## src/rtl/apb_master_bridge.sv

```systemverilog
// APB initiator bridging a one-outstanding request/response port onto NUM_SLV APB slots.
// Optional ACCESS-phase timeout is compiled in with `define APB_MASTER_TIMEOUT_EN.
module apb_master_bridge #(
  parameter int          NUM_SLV     = 4,
  parameter logic [15:0] BASE_HI     = 16'h1000,
  parameter int          TIMEOUT_CYC = 16
) (
  input  logic                  PCLK,
  input  logic                  PRESET,
  input  logic                  req_transfer,
  input  logic                  req_write,
  input  logic [31:0]           req_addr,
  input  logic [31:0]           req_wdata,
  output logic                  req_ready,
  output logic                  rsp_valid,
  output logic [31:0]           rsp_rdata,
  output logic                  rsp_error,
  output logic [31:0]           PADDR,
  output logic                  PWRITE,
  output logic [31:0]           PWDATA,
  output logic                  PENABLE,
  output logic [NUM_SLV-1:0]    PSEL,
  input  logic [NUM_SLV*32-1:0] PRDATA,
  input  logic [NUM_SLV-1:0]    PREADY
);

  localparam logic [4:0] NUM_SLV_W = 5'(NUM_SLV);

  typedef enum logic [1:0] {ST_IDLE, ST_SETUP, ST_ACCESS} state_t;

  state_t               state_q, state_d;
  logic [3:0]           slot_q, slot_d;
  logic                 req_ready_q, req_ready_d;
  logic                 rsp_valid_q, rsp_valid_d;
  logic [31:0]          rsp_rdata_q, rsp_rdata_d;
  logic                 rsp_error_q, rsp_error_d;
  logic [31:0]          paddr_q, paddr_d;
  logic                 pwrite_q, pwrite_d;
  logic [31:0]          pwdata_q, pwdata_d;
  logic                 penable_q, penable_d;
  logic [NUM_SLV-1:0]   psel_q, psel_d;

  logic                 hit;
  logic [NUM_SLV-1:0]   psel_dec;
  logic                 pready_sel;
  logic [31:0]          prdata_sel;
  logic                 tmo_hit;

  // Only the latched slot's PREADY/PRDATA are observed; other slots are ignored.
  always_comb begin
    pready_sel = 1'b0;
    prdata_sel = '0;
    psel_dec   = '0;
    for (int i = 0; i < NUM_SLV; i++) begin
      if (slot_q == 4'(i)) begin
        pready_sel = PREADY[i];
        prdata_sel = PRDATA[32*i +: 32];
      end
      psel_dec[i] = (req_addr[15:12] == 4'(i));
    end
    hit = (req_addr[31:16] == BASE_HI) && ({1'b0, req_addr[15:12]} < NUM_SLV_W);
  end

`ifdef APB_MASTER_TIMEOUT_EN
  logic [15:0] tmo_cnt_q, tmo_cnt_d;

  // Held at zero outside a transfer, so it is clear on entry to SETUP.
  always_comb begin
    tmo_cnt_d = tmo_cnt_q;
    if (state_q == ST_IDLE)
      tmo_cnt_d = '0;
    else if (state_q == ST_ACCESS)
      tmo_cnt_d = tmo_cnt_q + 16'd1;
    tmo_hit = (state_q == ST_ACCESS) && (tmo_cnt_q == 16'(TIMEOUT_CYC - 1));
  end

  always_ff @(posedge PCLK or posedge PRESET) begin
    if (PRESET) tmo_cnt_q <= '0;
    else        tmo_cnt_q <= tmo_cnt_d;
  end
`else
  logic [15:0] unused_timeout_cyc;
  assign unused_timeout_cyc = 16'(TIMEOUT_CYC);
  assign tmo_hit = 1'b0;
`endif

  always_comb begin
    state_d     = state_q;
    slot_d      = slot_q;
    paddr_d     = paddr_q;
    pwrite_d    = pwrite_q;
    pwdata_d    = pwdata_q;
    psel_d      = psel_q;
    penable_d   = penable_q;
    rsp_valid_d = 1'b0;
    rsp_rdata_d = '0;
    rsp_error_d = 1'b0;
    case (state_q)
      ST_IDLE: begin
        if (req_transfer) begin
          if (hit) begin
            state_d  = ST_SETUP;
            slot_d   = req_addr[15:12];
            paddr_d  = req_addr;
            pwrite_d = req_write;
            pwdata_d = req_wdata;
            psel_d   = psel_dec;
          end else begin
            rsp_valid_d = 1'b1;
            rsp_error_d = 1'b1;
          end
        end
      end
      ST_SETUP: begin
        state_d   = ST_ACCESS;
        penable_d = 1'b1;
      end
      ST_ACCESS: begin
        // A PREADY coinciding with the timeout limit completes normally.
        if (pready_sel || tmo_hit) begin
          state_d     = ST_IDLE;
          psel_d      = '0;
          penable_d   = 1'b0;
          rsp_valid_d = 1'b1;
          rsp_error_d = !pready_sel;
          rsp_rdata_d = (pready_sel && !pwrite_q) ? prdata_sel : 32'h0;
        end
      end
      default: begin
        state_d   = ST_IDLE;
        psel_d    = '0;
        penable_d = 1'b0;
      end
    endcase
    req_ready_d = (state_d == ST_IDLE);
  end

  always_ff @(posedge PCLK or posedge PRESET) begin
    if (PRESET) begin
      state_q     <= ST_IDLE;
      slot_q      <= '0;
      req_ready_q <= 1'b1;
      rsp_valid_q <= 1'b0;
      rsp_rdata_q <= '0;
      rsp_error_q <= 1'b0;
      paddr_q     <= '0;
      pwrite_q    <= 1'b0;
      pwdata_q    <= '0;
      penable_q   <= 1'b0;
      psel_q      <= '0;
    end else begin
      state_q     <= state_d;
      slot_q      <= slot_d;
      req_ready_q <= req_ready_d;
      rsp_valid_q <= rsp_valid_d;
      rsp_rdata_q <= rsp_rdata_d;
      rsp_error_q <= rsp_error_d;
      paddr_q     <= paddr_d;
      pwrite_q    <= pwrite_d;
      pwdata_q    <= pwdata_d;
      penable_q   <= penable_d;
      psel_q      <= psel_d;
    end
  end

  assign req_ready = req_ready_q;
  assign rsp_valid = rsp_valid_q;
  assign rsp_rdata = rsp_rdata_q;
  assign rsp_error = rsp_error_q;
  assign PADDR     = paddr_q;
  assign PWRITE    = pwrite_q;
  assign PWDATA    = pwdata_q;
  assign PENABLE   = penable_q;
  assign PSEL      = psel_q;

endmodule

```

## config.mk

```make
export PLATFORM = sky130hd
export DESIGN_NAME = apb_master_bridge
export DESIGN_NICKNAME = d
export VERILOG_FILES = /design/src/rtl/apb_master_bridge.sv
export SDC_FILE = /design/constraint.sdc
export NUM_CORES = 1
export LEC_CHECK = 0
export ABC_CLOCK_PERIOD_IN_PS = 9500
export CORE_AREA = 2 2 119 121
export CTS_CLUSTER_SIZE = 28
export DETAILED_ROUTE_END_ITERATION = 10
export DIE_AREA = 0 0 121 123
export PLACE_DENSITY = 0.78
export SLEW_MARGIN = 10
export SYNTH_ARGS = -nofsm -noshare
export SYNTH_HDL_FRONTEND = slang
export SYNTH_SLANG_ARGS = --single-unit
export TNS_END_PERCENT = 1
```

## constraint.sdc

```tcl
create_clock -name PCLK -period 9.5 [get_ports PCLK]
set_input_delay 1.9 -clock PCLK [delete_from_list [all_inputs] [get_ports PCLK]]
set_output_delay 1.9 -clock PCLK [all_outputs]
set_load 0.05 [all_outputs]
```

* Yosys cells after proc, flatten, opt, wreduce, memory -nomap -nowiden
Cells that the tools add are included.
Storage, ports and cells: register bits after elaboration 111, logic and storage cells 64, ROM bits 0, RAM bits 0, input port bits 200, memories 0, latch bits 0
Operators by class: add/sub/neg operators 0, multiply operators 0, bitwise operators 2, mux-type cells 27, eq/ne operators 12, $lt $le $gt $ge 1, reduce and logical (&&, ||, !) cells 11, divide/modulo/power cells 0, shift operators 0
Operator list (count):
- $mux W32 | 7
- $eq A16 B13 Y1 const B | 1
- $eq A4 B2 Y1 const B | 4
- $mux W4 | 3
- $pmux W4 S3 | 1
- $mux W1 | 9
- $eq A4 B1 Y1 const B | 2
- $logic_not A4 Y1 | 2
- $mux W2 | 3
- $ne A2 B2 Y1 const B | 3
- $pmux W2 S3 | 1
- $logic_not A2 Y1 | 2
- $lt A4 B3 Y1 const B | 1
- $pmux W1 S2 | 2
- $reduce_and A4 Y1 | 1
- $pmux W1 S3 | 1
- $reduce_and A3 Y1 | 1
- $eq A2 B1 Y1 const B | 1
- $eq A2 B2 Y1 const B | 1
- $logic_and A1 B1 Y1 | 2
- $logic_not A1 Y1 | 2
- $not A1 Y1 | 2
- $reduce_and A2 Y1 | 1

* Longest topological paths before layout
Gate-level depths: netlist of run 1.
word-level depth 9, gate-level depth with buffers 8

* Least setup slack after synthesis of run 1
No wires, ideal clock.
path type input-to-reg, from input req_addr[17], to register pwdata_q[0], in the netlist PWDATA[0], required time 9.375 ns, slack 6.068 ns, library setup time 0.125 ns, cell stages on the path 6, arrival time 3.307 ns, path through nor4_1 -> nand4b_1 -> nor3_2 -> buf_2 -> buf_4 -> mux2_2
Between the ends: word-level cells in the longest chain between the ends 3
Ends and longest elaborated chain:
- from (decl) | RTL line 12 | input logic [31:0] req_addr,
- $eq A16 B13 Y1 | RTL line 61 | hit = (req_addr[31:16] == BASE_HI) && ({1'b0, req_addr[15:12]} < NUM_SLV_W);
- $logic_and A1 B1 Y1 | RTL line 61
- $reduce_and A3 Y1 (no source line)
- to (signal assigned) | RTL line 160 | pwdata_q <= pwdata_d;
- to (decl) | RTL line 39 | logic [31:0] pwdata_q, pwdata_d;
Every way passes these cells. A chain may end at the register's enable or synchronous reset.

* Worst setup path in the final report of run 1
from input req_addr[31], to register pwdata_q[7], in the netlist PWDATA[7]
The elaborated chain is that of the path after synthesis.

==> impl_results.md, run 1 <==
* Status: finished clean
* H-tree Lvls at 3
* PortBufs at 304
* Vias at between 4k and 5k
* CTS root buffer: clkbuf_16
* Critical-path maximum fanout at 43
* Setup violations, final at 0
* Number of synthesized flops with an enable pin at 0
* Fmax at 223 MHz
* RSZ-0062 raised after global routing: false
* Final nets at 860
* Commonest non-fill, non-tap cells in the layout: 304 x clkdlybuf4s50_1, 106 x dfrtp_1, 75 x mux2_2
* Largest net degree at the start of global routing at between 70 and 80
* Worst Reg-to-Reg Cells at 5
* Routed wire length at between 10 and 15 mm
* CP startpoint: req_addr[31]
* ANT cells at 0
* Dpl cells at 828
* Slew HR at 0.367
* Clock tree from TritonCTS: yes
* Total Negative Setup Slacks at 0 ns
* Core Rows at 43
* Drc violations at 0
* GRT Overall Usage at 0.196
* Initial DRT Pass Iterations at 4
* Syn_nets at ~560
* WL/cell at about 18 um
* Critical Path End Type: flip-flop
* Hold EP: PSEL[3]
* Worst Path Required at approximately 9.7 ns
* Die area at roughly 15000 sq um
* Clk buf depth at 2
* Worst endpoint data arrival time at around 4.7 ns
* Worst vdd ir at ~110 uV
* Avg Cell Area, Syn at about 13 sq um
* Final hold vios at 0
* Routed length on met1 at 5.59 mm
* Post-Synthesis Cells at 364
* Core Area at 13600 sq um
* I/O pin total at 305
* Crit path kind: in2reg
* Vias in the first global route at around 4.4k
* Reg2Reg Launch Point: slot_q[1]
* TritonCTS buffer count at 9
* Post-CTS Setup Bufs at 0
* First-pass GRT wire length at 22.4 mm
* Worst Hold Class: reg2reg
* DR vias/cell at 4.84
* Sequential element share of the synthesized area at 0.564
* Initial antenna violation count at 0
* DR top layer: met4
* Startpoint types: input port
* Worst-Margin Slew at ~0.95 ns
* Max-cap viol count at 0
* Fillers at between 1k and 1.5k
* Fraction of layout cells with a size suffix above 1 at 0.211
* Yosys cell types at 34
* P per Cell Area at 113 nW/um^2
* CTS Hold Bufs at 0
* Post-synthesis cell area at around 4800 sq um
* Most common library cell in the layout ignoring fill and taps: clkdlybuf4s50_1
* Placer's final routability congestion estimate at 0.820
* Post-route minimum period at approximately 4.5 ns
* Clock Skews at about 0.0075 ns
* Clock latency on the worst-skew pair at between 0.3 and 0.4 ns
* P_leak at ~3.5 nW
* Synth-to-layout area growth at 73.7%
* FF+latch count, synth at 107
* # resized after CTS at 0
* Final Cycle Share at 0.472
* Worst R2R Setup Slack at between 6 and 7 ns
* Post-DP HPWL at approximately 12 mm
* FFs w/ async S/R, synth at 1.00
* CTS clk-pin slew, worst paths at about 0.07 ns
* Met3 WL at approximately 1.3 mm
* Most common flop cell mapped by yosys: dfrtp_1
* Worst Hold Launch: PSEL[3]
* Final Instance Count excl. Fillers at approximately 850
* Die Span Y at approximately 120 um
* Final max-slew violation count at 0
* Remaining antenna violation count after routing at 0
* Met2 WL at approximately 7.6 mm
* Final Core Density at 0.606
* CTS Sinks at between 100 and 150
* Starting Density at 0.349
* Yosys synthesis warning count at 0
* Hold path depth at 1
* Die X at around 120 um
* Initial drt markers at ~160
* RR Endpoint: rsp_rdata[6]
* Remaining global-route overflow at 0
==> worst max-delay path by stage <==
stage / end / slack, ns / depth (start not counted)
3_5_place_dp: PWDATA[7] / 4.63 / 6
3_3_place_gp: PWDATA[7] / 4.75 / 6
2_1_floorplan: PADDR[0] / 4.78 / 1
5_1_grt: PWDATA[7] / 4.79 / 6
6_report: PWDATA[7] / 5.01 / 6
4_1_cts: PWDATA[7] / 5.00 / 6
==> metal layers <==
metal	track usage	up-vias
li1	-	1887
met1	0.224	1970
met2	0.346	207
met3	0.0558	25
met4	0.0763	0
met5	0	-
==> worst max-delay path, stage by stage <==
cell and delay, ns:
clkdlybuf4s50_1 0.41, nor4_1 0.30, nand4b_1 0.27, nor3_4 0.80, buf_4 0.59, mux2_2 0.41
==> cells in the mapped netlist (2+ instances only) <==
| cell type | n | area share |
|---|---|---|
| dfrtp_1 | 106 | 0.56 |
| mux2_2 | 75 | 0.18 |
| nand2_1 | 33 | 0.026 |
| a21oi_2 | 30 | 0.055 |
| a22oi_1 | 29 | 0.046 |
| nor2b_1 | 20 | 0.026 |
| clkbuf_1 | 12 | 0.0095 |
| buf_2 | 8 | 0.0084 |
| nor2_1 | 6 | 0.0047 |
| nor4_1 | 6 | 0.0079 |
| buf_6 | 4 | 0.0095 |
| inv_1 | 4 | 0.0032 |
| o2bb2ai_1 | 4 | 0.0074 |
| mux4_2 | 3 | 0.014 |
| nand2b_1 | 3 | 0.0039 |
| o21ai_0 | 2 | 0.0021 |
| or3_1 | 2 | 0.0026 |
==> logic make-up after synthesis <==
family / synth area share
DFF: 0.564
and+or+nand+nor: 0.0895
muxes: 0.192
AOI/OAI and AO/OA: 0.123
buffers and inverters: 0.0321
==> layout make-up <==
type	instances	area (sq um)	area share
inverter	4	17.5	0.00212
timing repair buffer	310	3100	0.375
multi-input combinational	228	1950	0.236
clock buffer	12	256	0.0311
tap	180	225	0.0273
sequential	107	2680	0.324
clock inverter	4	33.8	0.00409
==> power breakdown <==
group | total, mW | switching [mW] | internal, mW
Clock | 0.363 | 0.168 | 0.194
Sequential | 0.456 | 0.000131 | 0.456
Combinational | 0.113 | 0.0306 | 0.0827
Total | 0.932 | 0.199 | 0.733
==> stage by stage <==
step / hold slack, ns / worst slack (ns) / power, mW / cell area [sq um]
final: 0.494 / 5.01 / 0.932 / 8260
after global routing: 0.524 / 4.79 / 0.967 / 8260
after CTS: 0.500 / 5.00 / 0.941 / 8240
after detailed placement: 0.482 / 4.63 / 0.578 / 7950
after global placement: 0.474 / 4.75 / 0.577 / 7950
after floorplan: 0.474 / 4.78 / 0.489 / 4750
==> flip-flops by register name (all words and copies together), names as in the netlist <==
register	flops
PADDR	29
PENABLE	1
PSEL	4
PWDATA	32
PWRITE	1
req_ready	1
rsp_error	1
rsp_rdata	32
rsp_valid	1
slot_q	3
state_q	2
Note: power is estimated with default switching activity, not from simulation.
==> inputs of run 2 (changes only) <==
ABC_CLOCK_PERIOD_IN_PS = 4000   (was 9500)
CORE_AREA = default   (was 2 2 119 121)
CORE_UTILIZATION = 33   (was default)
DIE_AREA = default   (was 0 0 121 123)
PLACE_DENSITY = 0.77   (was 0.78)
clock period = 4 ns   (was 9.5 ns; I/O delays follow)
==> run 2 against run 1 <==
  * Sequential share of layout area shrank 0.32 points
  * Register-to-register slack lost 5.5 ns
  * Utilization shrank 1.0 points
  * Die area is essentially flat
  * Clock skew is essentially flat
  * Non-clock buffer count grew 4
  * Clock power grew to 2.8 times the previous value
  * First-iteration DRC count grew 16%
  * Critical path depth shrank 5
  * Sequential power grew 140%
  * Setup slack lost 4.0 ns
  * Critical path type is now reg2out
  * Critical endpoint is now PADDR[12]
==> impl_results.md, run 2 (synthesized netlist as in run 1, its figures left out) <==
* Status: finished clean
* Initial DRT Pass Iterations at 4 (unchanged)
* # resized after CTS at 0 (unchanged)
* Critical Path End Type: output pin
* Die Span Y at 122 um (-0.80%)
* Critical-path maximum fanout at 39 (-9.3%)
* Post-route minimum period at about 3.0 ns
* Clock Skews at 0.00712 ns (-0.000366 ns)
* Finished Cell Area at 8340 sq um (+1.0%)
* Power, Total at 2.37 mW (+150%)
* Worst vdd ir at 233 uV (+110%)
* Initial drt markers at 182 (+16%)
* Core Rows at 43 (unchanged)
* Most common library cell in the layout ignoring fill and taps: clkdlybuf4s50_1
* Post-DP HPWL at 11.3 mm (-2.2%)
* Final worst slack at 0.970 ns (-4.04 ns)
* Remaining antenna violation count after routing at 0 (unchanged)
* Final hold vios at 0 (unchanged)
* CP Buf/Inv Count at 1 (-1)
* Worst Hold Class: reg2reg
* Synth-to-layout area growth at 75.5%
* Die X at 122 um (+0.84%)
* Initial antenna violation count at 1 (+1)
* First-pass GRT wire length at 21.7 mm (-3.4%)
* Setup violations, final at 0 (unchanged)
* Worst-path cell chain: clkdlybuf4s50_1
* Fmax at roughly 330 MHz
* Seq pwr share at 0.457 (-0.032)
* Switching share of power at 0.199 (-0.0141)
* Clock tree from TritonCTS: yes
* Post-place instance area at 7990 sq um (+0.49%)
* Dpl cells at 833 (+0.60%)
* Final Instance Count excl. Fillers at 850 (+0.59%)
* CTS Hold Bufs at 0 (unchanged)
* CTS Sinks at 107 (unchanged)
* CTS clk-pin slew, worst paths at 0.07 ns (about the same)
* CP peak stage delay at 0.96 ns (+0.16 ns)
* Comb power frac at 0.114 (-0.008)
* PortBufs at 304 (unchanged)
* Final nets at 864 (+0.47%)
* Fillers at 1121 (+0.99%)
* Die area at 14900 sq um (about the same)
* Drc violations at 0 (unchanged)
* Slew HR at 0.403 (+0.0362)
* Post-CTS Setup Bufs at 0 (unchanged)
* Vias at 4051 (-0.93%)
* H-tree Lvls at 3 (unchanged)
* Largest net degree at the start of global routing at 47 (-34%)
* Starting Density at 0.340 (-0.00940)
* GRT Overall Usage at 0.192 (-0.00306)
* Family with the most delay on the worst path: buffers and inverters
* TritonCTS buffer count at 9 (unchanged)
* Final Cycle Share at 0.758
* Commonest non-fill, non-tap cells in the layout: 304 x clkdlybuf4s50_1, 105 x dfrtp_1, 75 x mux2_2
* Total Negative Setup Slacks at 0 ns (unchanged)
* P per Cell Area at 284 nW/um^2 (+150%)
* Worst-Margin Slew at 0.895 ns (-0.0543 ns)
* RSZ-0062 raised after global routing: false
* Core Area at 14000 sq um (+2.8%)
* WL/cell at 17.0 um (-3.2%)
* Remaining global-route overflow at 0 (unchanged)
* CTS root buffer: clkbuf_16
* P_leak at 3.54 nW (+1.6%)
* Routed wire length at 14.5 mm (-2.7%)
* Startpoint types: flip-flop
* Internal power at 1.90 mW (+160%)
* Worst endpoint data arrival time at 2.23 ns (-2.48 ns)
* Fraction of layout cells with a size suffix above 1 at 0.218 (+0.00771)
* Multi-input gate area at 1950 sq um (unchanged)
* Placer's final routability congestion estimate at 0.827 (+0.85%)
* I/O pin total at 305 (unchanged)
* Final max-slew violation count at 0 (unchanged)
* Sw Pwr at 0.473 mW (+140%)
* Worst Path Required at 3.20 ns (-6.52 ns)
* Clock latency on the worst-skew pair at 0.34 ns (about the same)
* Clk buf depth at 2 (unchanged)
* Vias in the first global route at 4290 (-1.5%)
* Slowest CP cell: clkdlybuf4s50_1
* Clk pwr share at 0.429 (+0.040)
* Crit path kind: reg2out
* DP Worst Slack at 0.881 ns (-3.75 ns)
* Max-cap viol count at 0 (unchanged)
* Register area at 2680 sq um (about the same)
* DR vias/cell at 4.77 (-1.5%)
## run 2: changes by cell type in the layout (fill, tap and decap cells not counted)
cell	before	now
dfrtp_2	0	1
dfrtp_1	106	105
clkbuf_1	1	0
clkinv_2	0	1
clkbuf_8	2	0
buf_4	5	10
clkinvlp_4	3	0
buf_8	1	0
clkinv_4	0	2
bufinv_16	0	3
diode_2	0	1
## run 2: power groups by stage
stage	combinational [mW]	clock, mW	sequential (mW)
2_1_floorplan	0.0536	0	1.11
3_3_place_gp	0.270	0	1.10
3_5_place_dp	0.272	0	1.10
4_1_cts	0.274	1.04	1.08
5_1_grt	0.292	1.09	1.08
6_report	0.271	1.02	1.08
## run 2: per-stage QoR
step | utilization | hold slack, ns
after floorplan | - | 0.474
after global placement | 0.571 | 0.457
after detailed placement | 0.571 | 0.461
after CTS | 0.596 | 0.479
after global routing | 0.596 | 0.501
final | 0.596 | 0.479
## run 2: path summary, 6_finish.rpt
kind                       slack (ns)       endpoint       from  cells past startpoint
setup / recovery                 0.97      PADDR[12]  slot_q[0]                      1
hold / removal                   0.48      PADDR[28]  PADDR[28]                      1
setup reg to reg                 1.22  rsp_rdata[17]  slot_q[0]                      5
hold reg to reg                  0.48      PADDR[28]  PADDR[28]                      1
max in group asynchronous        2.37      PADDR[30]     PRESET                      3
min in group asynchronous        0.87   rsp_rdata[0]     PRESET                      2
## run 2: routing by layer
layer / GRT usage / up-vias / part of all wire
met5: 0 / - / 0.00083
met4: 0.0633 / 2 / 0.022
li1: - / 1905 / -
met1: 0.213 / 1921 / 0.37
met2: 0.344 / 202 / 0.51
met3: 0.0637 / 21 / 0.092
## run 2: cell type report
type | instances | area share
Antenna cell | 1 | 0.000300
Clock buffer | 9 | 0.0270
Clock inverter | 7 | 0.0149
Inverter | 4 | 0.00210
Multi-Input combinational cell | 228 | 0.234
Sequential cell | 107 | 0.321
Tap cell | 180 | 0.0270
Timing Repair Buffer | 314 | 0.374
## run 2: worst register-to-register path, cell delays in order, from the launching register on
cell,delay (ns)
dfrtp_2,0.71
nand2b_1,0.35
a2111oi_4,0.46
a21oi_2,0.12
or3_2,0.80
a21oi_2,0.27
==> inputs of run 3 (changes only) <==
ABC_CLOCK_PERIOD_IN_PS = 3100   (was 4000)
CORE_AREA = 2 2 117 119   (was default)
CORE_UTILIZATION = default   (was 33)
DIE_AREA = 0 0 119 121   (was default)
PLACE_DENSITY = 0.8   (was 0.77)
clock period = 3.1 ns   (was 4 ns; I/O delays follow)
==> run 3 against run 2 <==
  * Combinational power is 29% higher
  * Via count up 1.1%
  * Critical endpoint is now PADDR[13]
  * Cell area decreased by 0.23%
  * Die area is 3.3% lower
  * Final cell count shrank 0.47%
  * Sequential cell count did not move
  * Register-to-register slack got worse by 0.37 ns
==> impl_results.md, run 3 (synthesized netlist as in run 1, its figures left out) <==
* Status: finished clean
* Commonest non-fill, non-tap cells in the layout: 304 x clkdlybuf4s50_1, 105 x dfrtp_1, 75 x mux2_2
* CTS Sinks at 107 (unchanged)
* Initial drt markers at 214 (+18%)
* TritonCTS buffer count at 9 (unchanged)
* Post-route minimum period at 2.59 ns
* Remaining antenna violation count after routing at 0 (unchanged)
* Crit path kind: reg2out
* Placer's final routability congestion estimate at 0.784 (-5.1%)
* Die Span Y at 121 um (-0.83%)
* P per Cell Area at 348 nW/um^2 (+23%)
* CTS Hold Bufs at 0 (unchanged)
* ANT cells at 0 (-1)
* Vias at 4097 (+1.1%)
* Final Cycle Share at 0.834
* Worst-path cell chain: clkdlybuf4s50_1
* Largest net degree at the start of global routing at 56 (+19%)
* Worst Hold Class: reg2reg
* CP peak stage delay at 0.93 ns (-0.03 ns)
* Startpoint types: flip-flop
* CTS clk-pin slew, worst paths at 0.07 ns (about the same)
* DP Worst Slack at 0.239 ns (-0.642 ns)
* Fillers at 991 (-12%)
* H-tree Lvls at 3 (unchanged)
* Fraction of layout cells with a size suffix above 1 at 0.218 (-0.000326)
* Final hold vios at 0 (unchanged)
* Drc violations at 0 (unchanged)
* Starting Density at 0.363 (+0.0235)
* Initial antenna violation count at 0 (-1)
* CTS root buffer: clkbuf_16
* Critical-path maximum fanout at 10 (-74%)
* Synth-to-layout area growth at 75.1%
* Total Negative Setup Slacks at 0 ns (unchanged)
* Worst vdd ir at 232 uV (-0.62%)
* Finished Cell Area at 8320 sq um (-0.23%)
* Post-DP HPWL at 11.9 mm (+5.0%)
* Clock Skews at 0.00849 ns (+0.00137 ns)
* Most common library cell in the layout ignoring fill and taps: clkdlybuf4s50_1
* CP Buf/Inv Count at 1 (unchanged)
* Final Core Density at 0.636 (+0.0397)
* Final nets at 865 (+0.12%)
* DR vias/cell at 4.84 (+1.6%)
* Clock latency on the worst-skew pair at 0.34 ns (about the same)
* P_leak at 3.51 nW (-0.61%)
* Core Area at 13100 sq um (-6.5%)
* Vias in the first global route at 4272 (-0.42%)
* Clk buf depth at 2 (unchanged)
* I/O pin total at 305 (unchanged)
* Slowest CP cell: clkdlybuf4s50_1
* Fmax at just under 400 MHz
* Remaining global-route overflow at 0 (unchanged)
* Initial DRT Pass Iterations at 4 (unchanged)
* Worst Path Required at 2.48 ns (-0.72 ns)
* Final worst slack at 0.515 ns (-0.455 ns)
* WL/cell at 17.4 um (+2.0%)
* # resized after CTS at 0 (unchanged)
* Setup violations, final at 0 (unchanged)
* Post-CTS Setup Bufs at 0 (unchanged)
* Critical Path End Type: output pin
* Post-place instance area at 8020 sq um (+0.36%)
* RSZ-0062 raised after global routing: false
* Register area at 2680 sq um (unchanged)
* PortBufs at 304 (unchanged)
* Max-cap viol count at 0 (unchanged)
* Multi-input gate area at 1950 sq um (unchanged)
* Worst-Margin Slew at 0.590 ns (-0.306 ns)
* First-pass GRT wire length at 22.4 mm (+3.2%)
* Clock tree from TritonCTS: yes
* GRT Overall Usage at 0.202 (+0.00975)
* Routed wire length at 14.7 mm (+1.6%)
* Family with the most delay on the worst path: buffers and inverters
* Final max-slew violation count at 0 (unchanged)
* Slew HR at 0.606 (+0.202)
* Die area at 14400 sq um (-3.3%)
* Core Rows at 42 (-2.3%)
* Die X at 119 um (-2.5%)
* Worst endpoint data arrival time at 1.97 ns (-0.26 ns)
==> run 3: final cells by class <==
class,instances,area share
Sequential cell,107,0.322
Tap cell,176,0.0265
Multi-Input combinational cell,228,0.234
Inverter,4,0.00226
Clock inverter,5,0.00737
Timing Repair Buffer,315,0.379
Clock buffer,11,0.0292
==> run 3: final timing paths <==
check	start	to	slack, ns	cells past startpoint
setup / recovery	slot_q[1]	PADDR[13]	0.51	1
hold / removal	PADDR[28]	PADDR[28]	0.48	1
setup reg to reg	slot_q[1]	rsp_rdata[9]	0.85	6
hold reg to reg	PADDR[28]	PADDR[28]	0.48	1
max in group asynchronous	PRESET	rsp_rdata[9]	1.72	3
min in group asynchronous	PRESET	PWDATA[21]	0.62	2
==> run 3: per-stage QoR <==
step	hold slack, ns	power, mW	instances
after floorplan	0.474	1.50	364
after global placement	0.454	1.77	830
after detailed placement	0.458	1.78	830
after CTS	0.480	2.93	846
after global routing	0.504	3.02	846
final	0.476	2.90	846
==> run 3: metal layers <==
metal / global-route usage / vias up / wire (um)
li1: - / 1908 / -
met1: 0.220 / 1964 / 5290
met2: 0.372 / 205 / 7750
met3: 0.0677 / 20 / 1400
met4: 0.0610 / 0 / 259
met5: 0 / - / 0
==> run 3: power by group <==
part | switching, mW | internal, mW | total [mW]
clock network | 0.498 | 0.653 | 1.15
registers | 0.000335 | 1.40 | 1.40
logic | 0.0931 | 0.256 | 0.349
total | 0.591 | 2.31 | 2.90
